### src/rtl/noc_wr_buffer.sv
// Write buffer between a producer and a NoC write port: a circular FIFO of address/data
// pairs with a fence that blocks new writes until every buffered write has drained.
module noc_wr_buffer #(
  parameter int DATA_WIDTH_MSB = 15,
  parameter int ADDR_WIDTH_MSB = 10,
  parameter int DEPTH_LOG2     = 3
) (
  input  logic                    clk,
  input  logic                    rst,
  input  logic                    in_valid,
  output logic                    in_ready,
  input  logic [ADDR_WIDTH_MSB:0] in_addr,
  input  logic [DATA_WIDTH_MSB:0] in_data,
  output logic                    noc_valid,
  input  logic                    noc_ready,
  output logic [ADDR_WIDTH_MSB:0] noc_addr,
  output logic [DATA_WIDTH_MSB:0] noc_data,
  input  logic                    fence_req,
  output logic                    fence_done,
  output logic [DEPTH_LOG2:0]     level,
  output logic [15:0]             wr_count
);

  localparam int DEPTH = 1 << DEPTH_LOG2;
  localparam logic [DEPTH_LOG2:0] LEVEL_FULL  = {1'b1, {DEPTH_LOG2{1'b0}}};
  localparam logic [DEPTH_LOG2:0] LEVEL_EMPTY = {(DEPTH_LOG2+1){1'b0}};

  typedef enum logic {
    IDLE  = 1'b0,
    FENCE = 1'b1
  } fence_state_t;

  logic [ADDR_WIDTH_MSB:0] addr_mem_r [DEPTH];
  logic [DATA_WIDTH_MSB:0] data_mem_r [DEPTH];
  logic [DEPTH_LOG2-1:0]   wr_ptr_r;
  logic [DEPTH_LOG2-1:0]   rd_ptr_r;
  logic [DEPTH_LOG2:0]     level_r;
  logic [15:0]             wr_count_r;
  fence_state_t            state_r;
  logic                    fence_done_r;
  logic                    fence_pending_s;
  logic                    push_s;
  logic                    pop_s;

  // Full blocks pushes even when a pop happens in the same cycle; the freed slot opens next cycle.
  assign fence_pending_s = (state_r == FENCE);
  assign in_ready        = !rst && (level_r != LEVEL_FULL) && !fence_pending_s;
  assign noc_valid       = !rst && (level_r != LEVEL_EMPTY);
  assign push_s          = in_valid && in_ready;
  assign pop_s           = noc_valid && noc_ready;
  assign noc_addr        = addr_mem_r[rd_ptr_r];
  assign noc_data        = data_mem_r[rd_ptr_r];
  assign fence_done      = fence_done_r;
  assign level           = level_r;
  assign wr_count        = wr_count_r;

  // Entry storage; contents need no reset since level gates visibility.
  always_ff @(posedge clk) begin
    if (push_s) begin
      addr_mem_r[wr_ptr_r] <= in_addr;
      data_mem_r[wr_ptr_r] <= in_data;
    end
  end

  // Pointers, occupancy and completed-transfer counter.
  always_ff @(posedge clk) begin
    if (rst) begin
      wr_ptr_r   <= {DEPTH_LOG2{1'b0}};
      rd_ptr_r   <= {DEPTH_LOG2{1'b0}};
      level_r    <= LEVEL_EMPTY;
      wr_count_r <= 16'd0;
    end else begin
      if (push_s) begin
        wr_ptr_r <= wr_ptr_r + (DEPTH_LOG2)'(1);
      end
      if (pop_s) begin
        rd_ptr_r   <= rd_ptr_r + (DEPTH_LOG2)'(1);
        wr_count_r <= wr_count_r + 16'd1;
      end
      case ({push_s, pop_s})
        2'b10:   level_r <= level_r + (DEPTH_LOG2+1)'(1);
        2'b01:   level_r <= level_r - (DEPTH_LOG2+1)'(1);
        default: level_r <= level_r;
      endcase
    end
  end

  // Fence FSM: a request while already fencing is absorbed into the pending drain.
  always_ff @(posedge clk) begin
    if (rst) begin
      state_r      <= IDLE;
      fence_done_r <= 1'b0;
    end else begin
      fence_done_r <= 1'b0;
      case (state_r)
        IDLE: begin
          if (fence_req) begin
            state_r <= FENCE;
          end
        end
        FENCE: begin
          if (level_r == LEVEL_EMPTY) begin
            state_r      <= IDLE;
            fence_done_r <= 1'b1;
          end
        end
        default: state_r <= IDLE;
      endcase
    end
  end

endmodule

### config.mk
export PLATFORM = sky130hd
export DESIGN_NAME = noc_wr_buffer
export DESIGN_NICKNAME = d
export VERILOG_FILES = /design/src/rtl/noc_wr_buffer.sv
export SDC_FILE = /design/constraint.sdc
export NUM_CORES = 1
export LEC_CHECK = 0
export ABC_AREA = 1
export BUFFER_PORTS_ARGS = -buffer_cell sky130_fd_sc_hd__clkbuf_2
export CAP_MARGIN = 10
export CORE_UTILIZATION = 30
export CTS_CLUSTER_SIZE = 14
export DETAILED_ROUTE_END_ITERATION = 10
export SLEW_MARGIN = 20
export SYNTH_ARGS = -nofsm -noshare
export SYNTH_HDL_FRONTEND = slang
export SYNTH_SLANG_ARGS = --single-unit
### constraint.sdc
create_clock -name clk -period 6.12 [get_ports clk]
set_input_delay 1.836 -clock clk [delete_from_list [all_inputs] [get_ports clk]]
set_output_delay 1.836 -clock clk [all_outputs]
set_load 0.05 [all_outputs]
# ---- After elaboration in Yosys (flattened, before gate mapping)
# Memory sizes are Yosys's and may differ from the RTL's. A register that Yosys moved wholly into a read port is not among the register bits.
# Cells that the tools add are included.
# Widths: inputs -> output; s select.
dict set report op_classes {
  addsub 5
  eq_ne 3
  mux 11
  bitwise 1
  reduce_logical 11
}
# operator count
set ops {}
lappend ops {{$add 16x1->16 const B} 1}
lappend ops {{$mux 3} 4}
lappend ops {{$pmux 4 s2} 1}
lappend ops {{$add 3x1->3 const B} 2}
lappend ops {{$logic_and 1x1->1} 5}
lappend ops {{$mux 1} 5}
lappend ops {{$add 4x1->4 const B} 1}
lappend ops {{$logic_not 4->1} 1}
lappend ops {{$ne 4x4->1 const B} 1}
lappend ops {{$reduce_bool 4->1} 1}
lappend ops {{$sub 4x1->4 const B} 1}
lappend ops {{$eq 2x1->1 const B} 1}
lappend ops {{$eq 2x2->1 const B} 1}
lappend ops {{$logic_not 1->1} 2}
lappend ops {{$pmux 1 s2} 1}
lappend ops {{$reduce_bool 2->1} 1}
lappend ops {{$reduce_or 2->1} 1}
lappend ops {{$not 1->1} 1}
dict set report word_totals {
  regBits 28
  mem_bits_rw 216
  out_inout_bits 50
  memories 2
}
# memory words word_bits read_ports rd_ports_with_merged_regs wr line_no
set mem_list {}
lappend mem_list {data_mem_r 8 16 1 1 1 34} ;# logic [DATA_WIDTH_MSB:0] data_mem_r [DEPTH];
lappend mem_list {addr_mem_r 8 11 1 1 1 33} ;# logic [ADDR_WIDTH_MSB:0] addr_mem_r [DEPTH];

# ---- Depth between registers and ports, before layout
dict set report logic_depth {
  depth_word 6
  depth_mapped 14
  depth_no_buf 14
}

# ---- Worst setup path before layout
# OpenSTA, ideal clock, no wires.
dict set report synth_timing {
  path_kind {input port to flip-flop}
  from {input port rst}
  to {memory addr_mem_r[5][0] (netlist name), enable pin}
  t_arrival_ns 4.545
  t_required_ns 5.675
  setup_slack_ns 1.130
  stages 5
  path_buffers 0
  cell_sequence {nor2_1 > inv_1 > a31oi_4 > nand2_2 > nor3_1}
}
dict set report synth_via {
  elab_chain_cells 6
}
# element line_no
set synth_lines {}
lappend synth_lines {{start: declaration} 9} ;# input logic rst,
lappend synth_lines {{$logic_not 1->1} 47} ;# assign in_ready = !rst && (level_r != LEVEL_FULL) && !fence_pending_s;
lappend synth_lines {{$logic_and 1x1->1 (2 in series)} 47}
lappend synth_lines {{via in_ready} 11} ;# output logic in_ready,
lappend synth_lines {{$logic_and 1x1->1} 49} ;# assign push_s = in_valid && in_ready;
lappend synth_lines {{$mux 1} 59} ;# if (push_s) begin
lappend synth_lines {{$mux 1 (not written as such)} 60} ;# addr_mem_r[wr_ptr_r] <= in_addr;
lappend synth_lines {{end: declaration} 33}
# The timed path passes the listed nets, and every way through them passes these cells.

==> summary.txt <==
Die
  – I/O pin cnt: 82
  – Die H: 184.0 um
  – Die area: 33,840 um^2
  – Die width: 184.0 um
  – Core ar.: 32,540 um^2
  – Starting Density: 30.53%
  – # rows: 66

Routing
  – DRT antenna net count: 0
  – Residual DRC count: 0
  – Drt wl/cell: 15.57 um
  – Routed WL: 20.93 mm
  – DR iter-0 viols: 358
  – Drt via density: 4.662
  – Drt first pass iters: 4
  – Detailed-route via count: 6,266

Synth
  – Mapped Area: 9933 um^2
  – Top FF cell, synth: edfxtp_1
  – Yosys reg bits: 247
  – Area contributors post-synth: edfxtp_1 (65%), dfxtp_1 (6.2%), nor2_1 (5.5%)
  – Synth Area in Adders: 0.7558%
  – Distinct cells, synth: 32
  – Syn Area/Cell: 12.28 um^2
  – Yosys warns: 0
  – Synth cell count leaders: edfxtp_1 (216), nor2_1 (145), nand2_1 (136), o21ai_0 (59), dfxtp_1 (31)
  – Synthesized instance count: 809
  – Post-synth EDFFs: 216
  – Seq/Total Area, Yosys: 71.55%
  – Most frequent cell after synthesis: edfxtp_1
  – Synth Net Count: 847
  – Combinational family with the most area after synthesis: simple AND/OR/NAND/NOR gates
  – Synthesized-area fraction occupied by and/or/nand/nor cells: 13.34%
  – Fraction of registers with async set/reset: 0%
  – Post-synthesis cell type with the largest combined area: edfxtp_1
  – Synth Area in Compound Gates: 7.948%
  – Area fraction of the dominant cell type after synthesis: 65.30%
  – Post-synthesis mux area share: 2.721%
  – Xor/xnor cell area share of the yosys netlist: 0.6172%

Power
  – PnR Total Power: 0.004237 W
  – LEAKAGE: 3.989 nW
  – Pwr Density: 365.8 nW/um^2
  – Peak VDD IR: 0.2532 mV

Worst setup path
  – Req. time, crit path: 4280 ps
  – Worst reg-to-reg setup slack: 3670 ps
  – Critical path fanouts, max: 64
  – Critical Path Most Common Cell: nand2_1
  – Critical path's slowest cell: clkinv_2
  – Crit start category: flop
  – CP endpoint kind: output port
  – Crit-path max cell delay: 870 ps
  – Critical path class: reg2out
  – Crit path arrival time: 3210 ps
  – Crit path cell chain: clkinv_2, buf_4, nor2_1, o22ai_1, nand2_1, nand2_1, clkbuf_2

Timing
  – Fmax achieved: 198.4 MHz
  – TNS Setup: 0 ps
  – Min Hold Slack: 469.6 ps
  – Relative slew slack: 30.95%
  – Tcrit/Tclk final: 82.38%
  – Worst-Margin Slew: 1033 ps
  – Setup violators final: 0
  – Slew Limit Fails: 0
  – Clock Skew: 21.07 ps
  – Minimum clock period: 5041 ps
  – RSZ-0062 raised after global routing: false
  – Final hold violation count: 0

Clock network
  – Clk sinks: 247
  – Hold_buf cts: 0
  – Post-CTS setup buffers: 0
  – H-tree Lvls: 1
  – Clk buf depth: 3
  – Cts bufs inserted: 25
  – Worst skew pair latency: 520 ps
  – Post-cts resize count: 0
  – Worst-path clk slew: 60 ps
  – CTS tree: built
  – Root Driver: clkbuf_16

Finish
  – Post-Layout Inst Area: 11,580 um^2
  – Area Growth Syn to Fin: 16.60%
  – Diode count: 0
  – Nets: 924
  – Share of cells above drive strength 1: 16.52%
  – Core Util, Final: 35.60%

Global routing
  – Overall routing resource usage: 12.25%
  – Vias in the first global route: 6,016
  – First-pass GRT wire length: 32.25 mm
  – Total gr overflow: 0
  – Antenna violations before repair: 1
  – Largest net degree at the start of global routing: 109

Placed design
  – Routability Congestion: 0.7696
  – Post-DP Area: 10,830 um^2
  – HPWL after detailed placement: 11.36 mm
  – Port Buffer Count: 81

Min path
  – Worst Hold Class: reg2reg

Status
  – Status: finished, final reports clean

Job
  – Maxcap violations: 0
-- report_power, final --
group | leakage [nW] | switching [W] | total [W] | internal (W)
clock network | 0.357 | 0.000614 | 0.00141 | 0.000796
registers | 2.20 | 0.0000520 | 0.00193 | 0.00188
logic | 1.43 | 0.000665 | 0.000896 | 0.000230
total | 3.99 | 0.00133 | 0.00424 | 0.00291
-- final cells by class --
class | count | area (um^2)
timing repair buffer | 90 | 485.5
inverter | 31 | 117.6
fill | 3209 | 20950
sequential | 247 | 7112
tap | 442 | 553.0
multi-input combinational | 491 | 2566
clock buffer | 31 | 648.1
clock inverter | 12 | 100.1
-- per-layer routing --
metal | up-vias | wire (um) | GRT usage (%) | share of wire [%]
li1 | 3039 | - | - | -
met1 | 3060 | 9396 | 15.71 | 45
met2 | 136 | 10030 | 20.92 | 48
met3 | 29 | 1135 | 2.714 | 5.4
met4 | 2 | 352 | 2.967 | 1.7
met5 | - | 17 | 0 | 0.081
-- layout by cell type, fill, tap and decap left out, drive strengths merged, types with 6 or more instances in the layout --
master / count
edfxtp: 216
nand3: 19
dfxtp: 31
buf: 9
a21oi: 12
nor3: 10
clkbuf: 112
clkinv: 7
o22ai: 27
nor2: 151
inv: 32
o21ai: 59
mux2i: 27
o32ai: 27
nand2: 138
ha: 6
-- cells by family (layout without fill, tap and decap cells) --
group	Yosys count	count (layout)
DFF	247	247
AOI/OAI and AO/OA	127	127
and+or+nand+nor	324	324
muxes	27	27
xor gates and xnor gates	7	7
buffers and inverters	71	164
adders and majority gates	6	6
-- path summary, 6_finish.rpt --
| path | to | start | cells past startpoint |
|---|---|---|---|
| worst min register to register | flop | rd_ptr_r[2]$_SDFFE_PP0P_ | 2 |
| worst max register to register | addr_mem_r[6][3]$_DFFE_PP_ | level[2]$_SDFFE_PP0P_ | 4 |
| worst min-delay path | flop | rd_ptr_r[2]$_SDFFE_PP0P_ | 2 |
| worst max-delay path | noc_data[1] | flop | 7 |
-- through the flow --
| stage | std cells | setup slack, ps |
|---|---|---|
| 4_1_cts | 1344 | 979.6 |
| 2_1_floorplan | 809 | 1130 |
| 3_3_place_gp | 1301 | 1420 |
| 6_report | 1344 | 1079 |
| 5_1_grt | 1344 | 812.0 |
| 3_5_place_dp | 1301 | 1396 |
-- flip-flops by register name (all words and copies together) (netlist names), named ones only --
name	flops
fence_pending_s	1
wr_count	16
addr_mem_r	88
wr_ptr_r	3
level	4
data_mem_r	128
rd_ptr_r	3
fence_done	1
-- worst max-delay path, delay by kind of cell, from the launching register on --
family                 cells  cell delay [ps]
AOI/OAI and AO/OA          1              100
DFF                        1              670
buffers and inverters      3             1630
and+or+nand+nor            3              270
(Power assumes the default switching activity.)
